**src/rtl/strobe_decoder_pkg.sv**
```systemverilog
// Shared types, mode constants and the one-hot helper for strobe_decoder.
package strobe_decoder_pkg;

  // Decoder operating state.
  typedef enum logic {
    ST_WRITE = 1'b0,
    ST_SCAN  = 1'b1
  } dec_state_e;

  // Encoding of the mode input.
  localparam logic MODE_WRITE = 1'b0;
  localparam logic MODE_SCAN  = 1'b1;

  // Widest select vector the helper can build; callers truncate to OUT_N.
  localparam int ONEHOT_MAX   = 1024;
  localparam int ONEHOT_IDX_W = 10;

  // One-hot vector with bit 'index' set, or all zero when index >= width.
  function automatic logic [ONEHOT_MAX-1:0] onehot(input logic [ONEHOT_IDX_W-1:0] index,
                                                   input int width);
    logic [ONEHOT_MAX-1:0] v;
    v = '0;
    if (int'(index) < width) begin
      v[index] = 1'b1;
    end
    return v;
  endfunction

endpackage

```
**src/rtl/strobe_decoder_if.sv**
```systemverilog
// Request/strobe bundle between the stopwatch control logic and strobe_decoder.
interface strobe_decoder_if #(
  parameter int ADDR_W = 4,
  parameter int OUT_N  = 16
);
  logic              mode;
  logic              wr_req;
  logic [ADDR_W-1:0] wr_addr;
  logic              wr_ack;
  logic              wr_err;
  logic [OUT_N-1:0]  sel;
  logic [ADDR_W-1:0] scan_idx;

  modport master (
    output mode, wr_req, wr_addr,
    input  wr_ack, wr_err, sel, scan_idx
  );

  modport slave (
    input  mode, wr_req, wr_addr,
    output wr_ack, wr_err, sel, scan_idx
  );
endinterface

```
**src/rtl/strobe_decoder_scan_prescaler.sv**
```systemverilog
// Scan-slot prescaler: counts 0..SCAN_DIV-1, flags the terminal count and
// the blanking window at the end of each slot.
module scan_prescaler #(
  parameter int SCAN_DIV  = 1000,
  parameter int BLANK_CYC = 2
) (
  input  logic clk,
  input  logic rst_n,
  input  logic clear_i,
  output logic tick_o,
  output logic blank_o
);
  localparam int CNT_W = $clog2(SCAN_DIV);

  logic [CNT_W-1:0] cnt_q;
  logic [CNT_W-1:0] cnt_d;

  // Terminal count and blanking window, compared at 32 bits so that a
  // threshold equal to SCAN_DIV (no blanking) cannot alias to zero.
  always_comb begin
    tick_o  = !clear_i && (32'(cnt_q) == 32'(SCAN_DIV - 1));
    blank_o = (32'(cnt_q) >= 32'(SCAN_DIV - BLANK_CYC));
  end

  // Next count: cleared on request, wraps after the terminal count.
  always_comb begin
    cnt_d = cnt_q + CNT_W'(1);
    if (clear_i || tick_o) begin
      cnt_d = '0;
    end
  end

  // Count register.
  always_ff @(posedge clk or negedge rst_n) begin
    if (!rst_n) begin
      cnt_q <= '0;
    end else begin
      cnt_q <= cnt_d;
    end
  end
endmodule

```
**src/rtl/strobe_decoder.sv**
```systemverilog
// Registered write-strobe decoder with rotating scan mode.
// Optional build macro STROBE_DECODER_BLANK_EN: blanks sel for the last
// BLANK_CYC cycles of each scan slot.
module strobe_decoder
  import strobe_decoder_pkg::*;
#(
  parameter int ADDR_W    = 4,
  parameter int OUT_N     = 16,
  parameter int SCAN_DIV  = 1000,
  parameter int BLANK_CYC = 2
) (
  input  logic              clk,
  input  logic              rst_n,
  strobe_decoder_if.slave   bus
);

`ifdef STROBE_DECODER_BLANK_EN
  localparam bit BLANK_EN = 1'b1;
`else
  localparam bit BLANK_EN = 1'b0;
`endif

  dec_state_e        state_q, state_d;
  logic [OUT_N-1:0]  sel_q, sel_d;
  logic              ack_q, ack_d;
  logic              err_q, err_d;
  logic [ADDR_W-1:0] idx_q, idx_d;
  logic              switch_w;
  logic              clear_w;
  logic              tick_w;
  logic              blank_w;

  scan_prescaler #(
    .SCAN_DIV  (SCAN_DIV),
    .BLANK_CYC (BLANK_CYC)
  ) u_prescaler (
    .clk     (clk),
    .rst_n   (rst_n),
    .clear_i (clear_w),
    .tick_o  (tick_w),
    .blank_o (blank_w)
  );

  // State register.
  always_ff @(posedge clk or negedge rst_n) begin
    if (!rst_n) begin
      state_q <= ST_WRITE;
    end else begin
      state_q <= state_d;
    end
  end

  // Next state: follow the sampled mode input.
  always_comb begin
    state_d = state_q;
    unique case (state_q)
      ST_WRITE: if (bus.mode == MODE_SCAN)  state_d = ST_SCAN;
      ST_SCAN:  if (bus.mode == MODE_WRITE) state_d = ST_WRITE;
      default:  state_d = ST_WRITE;
    endcase
  end

  // Output decode. A mode switch wins over a request and yields one idle
  // cycle; in scan, sel follows the index one cycle behind so each select
  // line gets a full SCAN_DIV-cycle slot.
  always_comb begin
    switch_w = (state_d != state_q);
    sel_d    = '0;
    ack_d    = 1'b0;
    err_d    = 1'b0;
    idx_d    = idx_q;
    clear_w  = 1'b1;
    if (switch_w) begin
      idx_d = '0;
    end else if (state_q == ST_WRITE) begin
      idx_d = '0;
      if (bus.wr_req) begin
        if (int'(bus.wr_addr) < OUT_N) begin
          sel_d = OUT_N'(onehot(ONEHOT_IDX_W'(bus.wr_addr), OUT_N));
          ack_d = 1'b1;
        end else begin
          err_d = 1'b1;
        end
      end
    end else begin
      clear_w = 1'b0;
      if (tick_w) begin
        idx_d = (idx_q == ADDR_W'(OUT_N - 1)) ? '0 : idx_q + ADDR_W'(1);
      end
      if (!(BLANK_EN && blank_w)) begin
        sel_d = OUT_N'(onehot(ONEHOT_IDX_W'(idx_q), OUT_N));
      end
    end
  end

  // Output registers.
  always_ff @(posedge clk or negedge rst_n) begin
    if (!rst_n) begin
      sel_q <= '0;
      ack_q <= 1'b0;
      err_q <= 1'b0;
      idx_q <= '0;
    end else begin
      sel_q <= sel_d;
      ack_q <= ack_d;
      err_q <= err_d;
      idx_q <= idx_d;
    end
  end

  assign bus.sel      = sel_q;
  assign bus.wr_ack   = ack_q;
  assign bus.wr_err   = err_q;
  assign bus.scan_idx = idx_q;
endmodule

```
**src/flat_wrapper.sv**
```systemverilog
// flat-port wrapper written by rule: the top's interface ports become plain ports
module strobe_decoder_flat import strobe_decoder_pkg::*;
#(
  parameter int ADDR_W    = 4,
  parameter int OUT_N     = 16,
  parameter int SCAN_DIV  = 1000,
  parameter int BLANK_CYC = 2
)
  (clk, rst_n, bus_mode, bus_wr_req, bus_wr_addr, bus_wr_ack, bus_wr_err, bus_sel, bus_scan_idx);
  strobe_decoder_if #(.ADDR_W(ADDR_W), .OUT_N(OUT_N)) bus_i ();
  input  logic clk;
  input  logic rst_n;
  input wire logic [$bits(bus_i.mode)-1:0] bus_mode;
  input wire logic [$bits(bus_i.wr_req)-1:0] bus_wr_req;
  input wire logic [$bits(bus_i.wr_addr)-1:0] bus_wr_addr;
  output wire logic [$bits(bus_i.wr_ack)-1:0] bus_wr_ack;
  output wire logic [$bits(bus_i.wr_err)-1:0] bus_wr_err;
  output wire logic [$bits(bus_i.sel)-1:0] bus_sel;
  output wire logic [$bits(bus_i.scan_idx)-1:0] bus_scan_idx;
  assign bus_i.mode = bus_mode;
  assign bus_i.wr_req = bus_wr_req;
  assign bus_i.wr_addr = bus_wr_addr;
  assign bus_wr_ack = bus_i.wr_ack;
  assign bus_wr_err = bus_i.wr_err;
  assign bus_sel = bus_i.sel;
  assign bus_scan_idx = bus_i.scan_idx;
  strobe_decoder #(.ADDR_W(ADDR_W), .OUT_N(OUT_N), .SCAN_DIV(SCAN_DIV), .BLANK_CYC(BLANK_CYC)) u_core (.clk(clk), .rst_n(rst_n), .bus(bus_i));
endmodule
```
**config.mk**
```make
export PLATFORM = sky130hd
export DESIGN_NAME = strobe_decoder_flat
export DESIGN_NICKNAME = d
export VERILOG_FILES = /design/src/rtl/strobe_decoder_pkg.sv /design/src/rtl/strobe_decoder_if.sv /design/src/rtl/strobe_decoder_scan_prescaler.sv /design/src/rtl/strobe_decoder.sv /design/src/flat_wrapper.sv
export SDC_FILE = /design/constraint.sdc
export NUM_CORES = 1
export LEC_CHECK = 0
export BUFFER_PORTS_ARGS = -buffer_cell sky130_fd_sc_hd__clkbuf_2
export CAP_MARGIN = 20
export CORE_MARGIN = 3
export CORE_UTILIZATION = 49
export DETAILED_ROUTE_END_ITERATION = 8
export GPL_ROUTABILITY_DRIVEN = 0
export GPL_TIMING_DRIVEN = 0
export PLACE_DENSITY_LB_ADDON = 0.1
export SLEW_MARGIN = 20
export SYNTH_ARGS = -nofsm -noshare
export SYNTH_HDL_FRONTEND = slang
export SYNTH_SLANG_ARGS = --single-unit
```
**constraint.sdc**
```tcl
create_clock -name clk -period 1.44 [get_ports clk]
set_input_delay 0.144 -clock clk [delete_from_list [all_inputs] [get_ports clk]]
set_output_delay 0.144 -clock clk [all_outputs]
set_load 0.01 [all_outputs]
```
# Word level (Yosys, flattened, before mapping)
# Index checks and enable logic that the tools add are counted.
# word_totals
regBits	32
latch_bits	0
ram_bits	0
romBits	0
in_bits	8
out_inout_bits	22
word_cells	38
n_memories	0
# classes
n_addsub	2
n_mul	0
div_mod_pow	0
n_lt_le_gt_ge	4
eq_ne	4
n_shift	0
mux	18
bitwise	0
n_reduce_logical	5
# ops
op	n
2-to-1 mux 16 bit	3
less-than comparator 4 x 11 -> 1 bit (second input constant)	2
2-to-1 mux 4 bit	4
adder 10 x 1 -> 10 bit (second input constant)	1
== test 10 bit (second input constant)	1
2-to-1 mux 10 bit	1
demux 1 bit (select 4 bit)	2
>= comparator 4 x 1 -> 1 bit (second input constant)	2
2-to-1 mux 1 bit	8
adder 4 x 1 -> 4 bit (second input constant)	1
== test 4 bit (second input constant)	1
logical AND 1 bit	3
inequality test 3 bit (second input constant)	1
logical NOT 1 bit	1
logical OR 1 bit	1
inequality test 1 bit	1

# Logic depth before layout (Yosys ltp)
# logic_depth
word_depth	8
depth_mapped	5
mapped_depth_nobuf	4

# Hierarchy
# From an unflattened synthesis, not the netlist that was laid out.
# unflattened
cells_unflattened	142
hier_area_um2	1527.7
# modules_own_cells
module	instances	cells_per_inst	area_per_inst_um2
strobe_decoder	1	85	988.4
scan_prescaler	1	57	539.3

# Worst setup path before layout
# Ideal clock, no wire load.
# synth_timing
path_kind	register -> register
from	reg u_core.state_q
to	reg u_core.sel_q[1] (netlist: u_core.bus.sel[1])
arrival_time_ns	1.418
t_required_ns	1.339
slack_ns	-0.078
path_stages_with_launch	6
period_less_slack_ns	1.518
cell_sequence	dfrtp_1 ha_1 nor2b_1 clkbuf_1 nand2_1 o32ai_1
# synth_between
elab_chain_len	2
# synth_lines
element	line_no	rtl
start: declaration	strobe_decoder.sv:23	dec_state_e state_q, state_d;
start signal: assignment	strobe_decoder.sv:49	state_q <= state_d;
2-to-1 mux 16 bit / inequality test 1 bit (equally long branches)	strobe_decoder.sv:75, strobe_decoder.sv:67	
2-to-1 mux 16 bit (*)	strobe_decoder.sv:73	if (switch_w) begin
via u_core.sel_d[1]	strobe_decoder.sv:24	logic [OUT_N-1:0] sel_q, sel_d;
end signal: assignment	strobe_decoder.sv:104	sel_q <= sel_d;
end: declaration	strobe_decoder.sv:24	
# The timed path passes the listed nets; every way through them passes the cells marked *.
# A chain may end at the register's enable or synchronous reset.

# Worst setup path after layout
# layout_timing
from	reg u_core.state_q
to	reg u_core.idx_q[3] (netlist: u_core.bus.scan_idx[3])
# layout_between
elab_chain_len	5
# layout_lines
element	line_no	rtl
2-to-1 mux 1 bit / inequality test 1 bit (equally long branches)	strobe_decoder.sv:75, strobe_decoder.sv:67	
2-to-1 mux 1 bit	strobe_decoder.sv:73	
logical NOT 1 bit	strobe_decoder_scan_prescaler.sv:21	tick_o = !clear_i && (32'(cnt_q) == 32'(SCAN_DIV - 1));
logical AND 1 bit	strobe_decoder_scan_prescaler.sv:21	
inequality test 3 bit (no source line)	-	
end signal: assignment	strobe_decoder.sv:107	idx_q <= idx_d;
end: declaration	strobe_decoder.sv:27	logic [ADDR_W-1:0] idx_q, idx_d;
# Parallel ways exist; a longest one is shown, timed or not.

==> results.ini <==
[setup_path]
r2r_cells = 4
cp.arrival_ns = 1.78
path_buf_inv = 0
endpoint_kind = flop
reg2reg_slack_ns = -0.08
crit_chain = ha_4, nand4b_1, or4_4, a21oi_2
path_delay_family = simple AND/OR/NAND/NOR gates
r2r_start = u_core.state_q
slowest_stage = or4_4
reg2reg_to = u_core.bus.scan_idx[3]
start_kind = flop
cp_slowest_stage_delay_ns = 0.52
criticalPathCategory = flop to flop
cp_max_fo = 5
worstPathRequired_ns = 1.70

[final_layout]
syn_to_final_growth_pct = 30.0
fin_area_um2 = 2100
fin_nets = 222
final_core_util = 0.677
diodes = 0
drive_gt1_frac = 0.361

[clock_network]
cts.root.buffer_cell = clkbuf_4
cts_tree = yes
cts_inserted_buffers = 5
worstSkewPairLatency_ns = 0.34
cts_sinks = 32
path_clk_slew_ns = 0.10
clockBufferDepth = 2
htreeDepth = 2

[power_and_ir_drop]
clkPwrFrac = 0.346
p_switching_mw = 0.409
power_frac_comb = 0.104
internal_power_mw = 1.25
p_sw_frac = 0.246
ir_worst_vdd_mv = 0.428
p_seq_frac = 0.550
power.density_nw_per_um2 = 791
p_leak_nw = 0.930

[timing]
relSlewSlack = 0.481
fin_skew_ns = 0.00868
worst_pin_slew_ns = 0.779
fin_crit_sh = 1.06
timing.fmax_mhz = 658
rsz0062_at_grt = true
finalMaxSlewViolations = 0
period_minus_slack_ns = 1.52
fin_ws_ns = -0.0793
report.final.setup_viol = 1
finalHoldViolCount = 0

[logic_synthesis]
synth_seq_cells = 32
synth_area_leaders = dfrtp_1, ha_1, nand2_1
synth_edf_count = 0
synth_fp_nets = 178
netlist_area_um2 = 1620
synth_largest_area_cell = dfrtp_1
seq_area_frac_synth = 0.495
synth_top_area_share = 0.495
syn_inst = 164
ys.flop_type = dfrtp_1
async_reset_ff_frac = 1.00
synthDistinctLibCells = 35
avgSynthCellArea_um2 = 9.86
yosysWarnings = 0

[run]
maxCapViolations = 0

[global_routing]
grt.total_usage = 0.200
grt_pass1_wl_mm = 6.26
grt_pass1_vias = 1301
grt-ovfl-total = 0
grt_max_degree = 33
antenna_found_initial = 0

[die]
die_x_um = 63.4
core-area_um2 = 3100
io_pins = 30
die_h_um = 63.4
die-area_um2 = 4020
initial_core_util = 0.521
rows = 20

[detailed_routing]
antenna_left = 0
avgRoutedWirePerCell_um = 16.0
drt-total-wl_mm = 4.02
wl_met2_mm = 1.81
drcViolationCount = 0
drt_first_pass_iters = 5
drt_first_iter_violations = 161
avgViaCountPerCell = 5.92
wl_met1_mm = 1.67
dr.max_layer_used = met4
wl_met3_um = 429
via_count = 1493

[status]
status = finished, violations left
violations = negative setup slack

[hold_path]
min_from = bus_wr_addr[0]
whs_endpoint = u_core.bus.sel[9]
min_path_cells = 3
worstHoldPathType = input port to flop

[placed_design]
dp_hpwl_mm = 2.51
portBuffers = 26
post_dp_cell_area_um2 = 1810

==> cell usage after synthesis (all sizes together) (2+ instances only) <==
cell type,n
a32oi,6
nand2b,2
clkbuf,7
ha,6
nor2,15
o21ai,3
nand4b,3
or3,3
nand2,18
nand4,6
and2,3
nand3,13
or4,3
inv,3
a21oi,12
nor4bb,2
mux2i,3
dfrtp,32
xor2,3
o31ai,3
nor2b,7
==> cells in the final DEF (no fill, tap or decap), types with 3 or more instances in the layout <==
master	count
a21oi_1	11
a32oi_1	6
and2_1	3
buf_4	10
clkbuf_1	3
clkbuf_2	29
clkbuf_4	5
dfrtp_1	24
dfrtp_2	8
ha_1	3
inv_1	3
mux2i_1	3
nand2_1	16
nand3_1	11
nand4_1	6
nor2_1	15
nor2b_1	6
o21ai_0	3
or3_1	3
xor2_1	3
==> power groups by stage <==
| stage | registers [mW] | clock network [mW] | logic (mW) |
|---|---|---|---|
| global placement | 0.932 | 0 | 0.121 |
| finish | 0.914 | 0.575 | 0.173 |
| floorplan | 0.936 | 0 | 0.0680 |
| detailed placement | 0.933 | 0 | 0.124 |
| CTS | 0.914 | 0.590 | 0.147 |
| global route | 0.916 | 0.643 | 0.187 |
==> metrics by stage <==
| step | hold WS [ns] | std cells | TNS, ns | power (mW) | setup WS [ns] |
|---|---|---|---|---|---|
| 2_1_floorplan | -0.152 | 164 | 0 | 1.00 | 0.00177 |
| 3_5_place_dp | 0.256 | 234 | -2.73 | 1.06 | -0.234 |
| 4_1_cts | 0.0874 | 247 | 0 | 1.65 | 0.00430 |
| 6_report | 0.0921 | 252 | -0.0793 | 1.66 | -0.0793 |
| 5_1_grt | 0.101 | 252 | -0.418 | 1.75 | -0.114 |
| 3_3_place_gp | 0.241 | 234 | -2.62 | 1.05 | -0.227 |
==> tightest hold or removal path, delay by kind of cell <==
kind,cells,cell delay [ns]
simple gates,2,0.12
buf+inv,1,0.12
==> layout make-up <==
| class | count | area, um^2 |
|---|---|---|
| buffer | 8 | 41.3 |
| clock buffer | 7 | 65.1 |
| fill | 260 | 1000 |
| inverter | 3 | 11.3 |
| multi-input combinational | 121 | 888 |
| sequential | 32 | 811 |
| tap | 44 | 55.1 |
| timing repair buffer | 37 | 230 |
==> routing by layer <==
| layer | up-vias | GRT usage |
|---|---|---|
| met5 | - | 0 |
| met4 | 0 | 0.0836 |
| met3 | 11 | 0.0446 |
| met2 | 105 | 0.288 |
| met1 | 700 | 0.289 |
| li1 | 677 | - |
==> repair_timing <==
item                       in CTS  in global routing
setup endpoints to repair      28                 22
gates resized for setup        13                 21
hold endpoints to repair       33                  0
hold buffers                    2                  0
pin swaps                       3                  2
cloned                          0                  0
setup buffers                   4                  5
==> cell families after synthesis <==
family / Yosys count / synth area share
and+or+nand+nor: 80 / 0.278
DFF: 32 / 0.495
AOI/OAI and AO/OA: 28 / 0.115
buffers and inverters: 11 / 0.0279
adders and majority gates: 6 / 0.0464
xor gates and xnor gates: 3 / 0.0163
muxes: 3 / 0.0186
other: 1 / 0.00232
==> flip-flops by register name, summed over array words and instances (netlist names) <==
register and cells:
u_core.bus.sel 16, u_core.u_prescaler.cnt_q 10, u_core.bus.scan_idx 4, u_core.bus.wr_ack 1, u_core.state_q 1
==> worst max path at each step <==
| stage | cells after the start | from | endpoint | slack (ns) |
|---|---|---|---|---|
| after global placement | 4 | u_core.u_prescaler.cnt_q[0] | u_core.u_prescaler.cnt_q[8] | -0.23 |
| after detailed placement | 5 | u_core.state_q | u_core.bus.sel[1] | -0.23 |
| final | 4 | u_core.state_q | u_core.bus.scan_idx[3] | -0.08 |
| after floorplan | 4 | u_core.state_q | u_core.bus.scan_idx[3] | 0.002 |
| after CTS | 4 | u_core.state_q | u_core.bus.scan_idx[3] | 0.004 |
| after global routing | 4 | u_core.state_q | u_core.bus.scan_idx[3] | -0.11 |
Power figures use the tool's default switching activity.
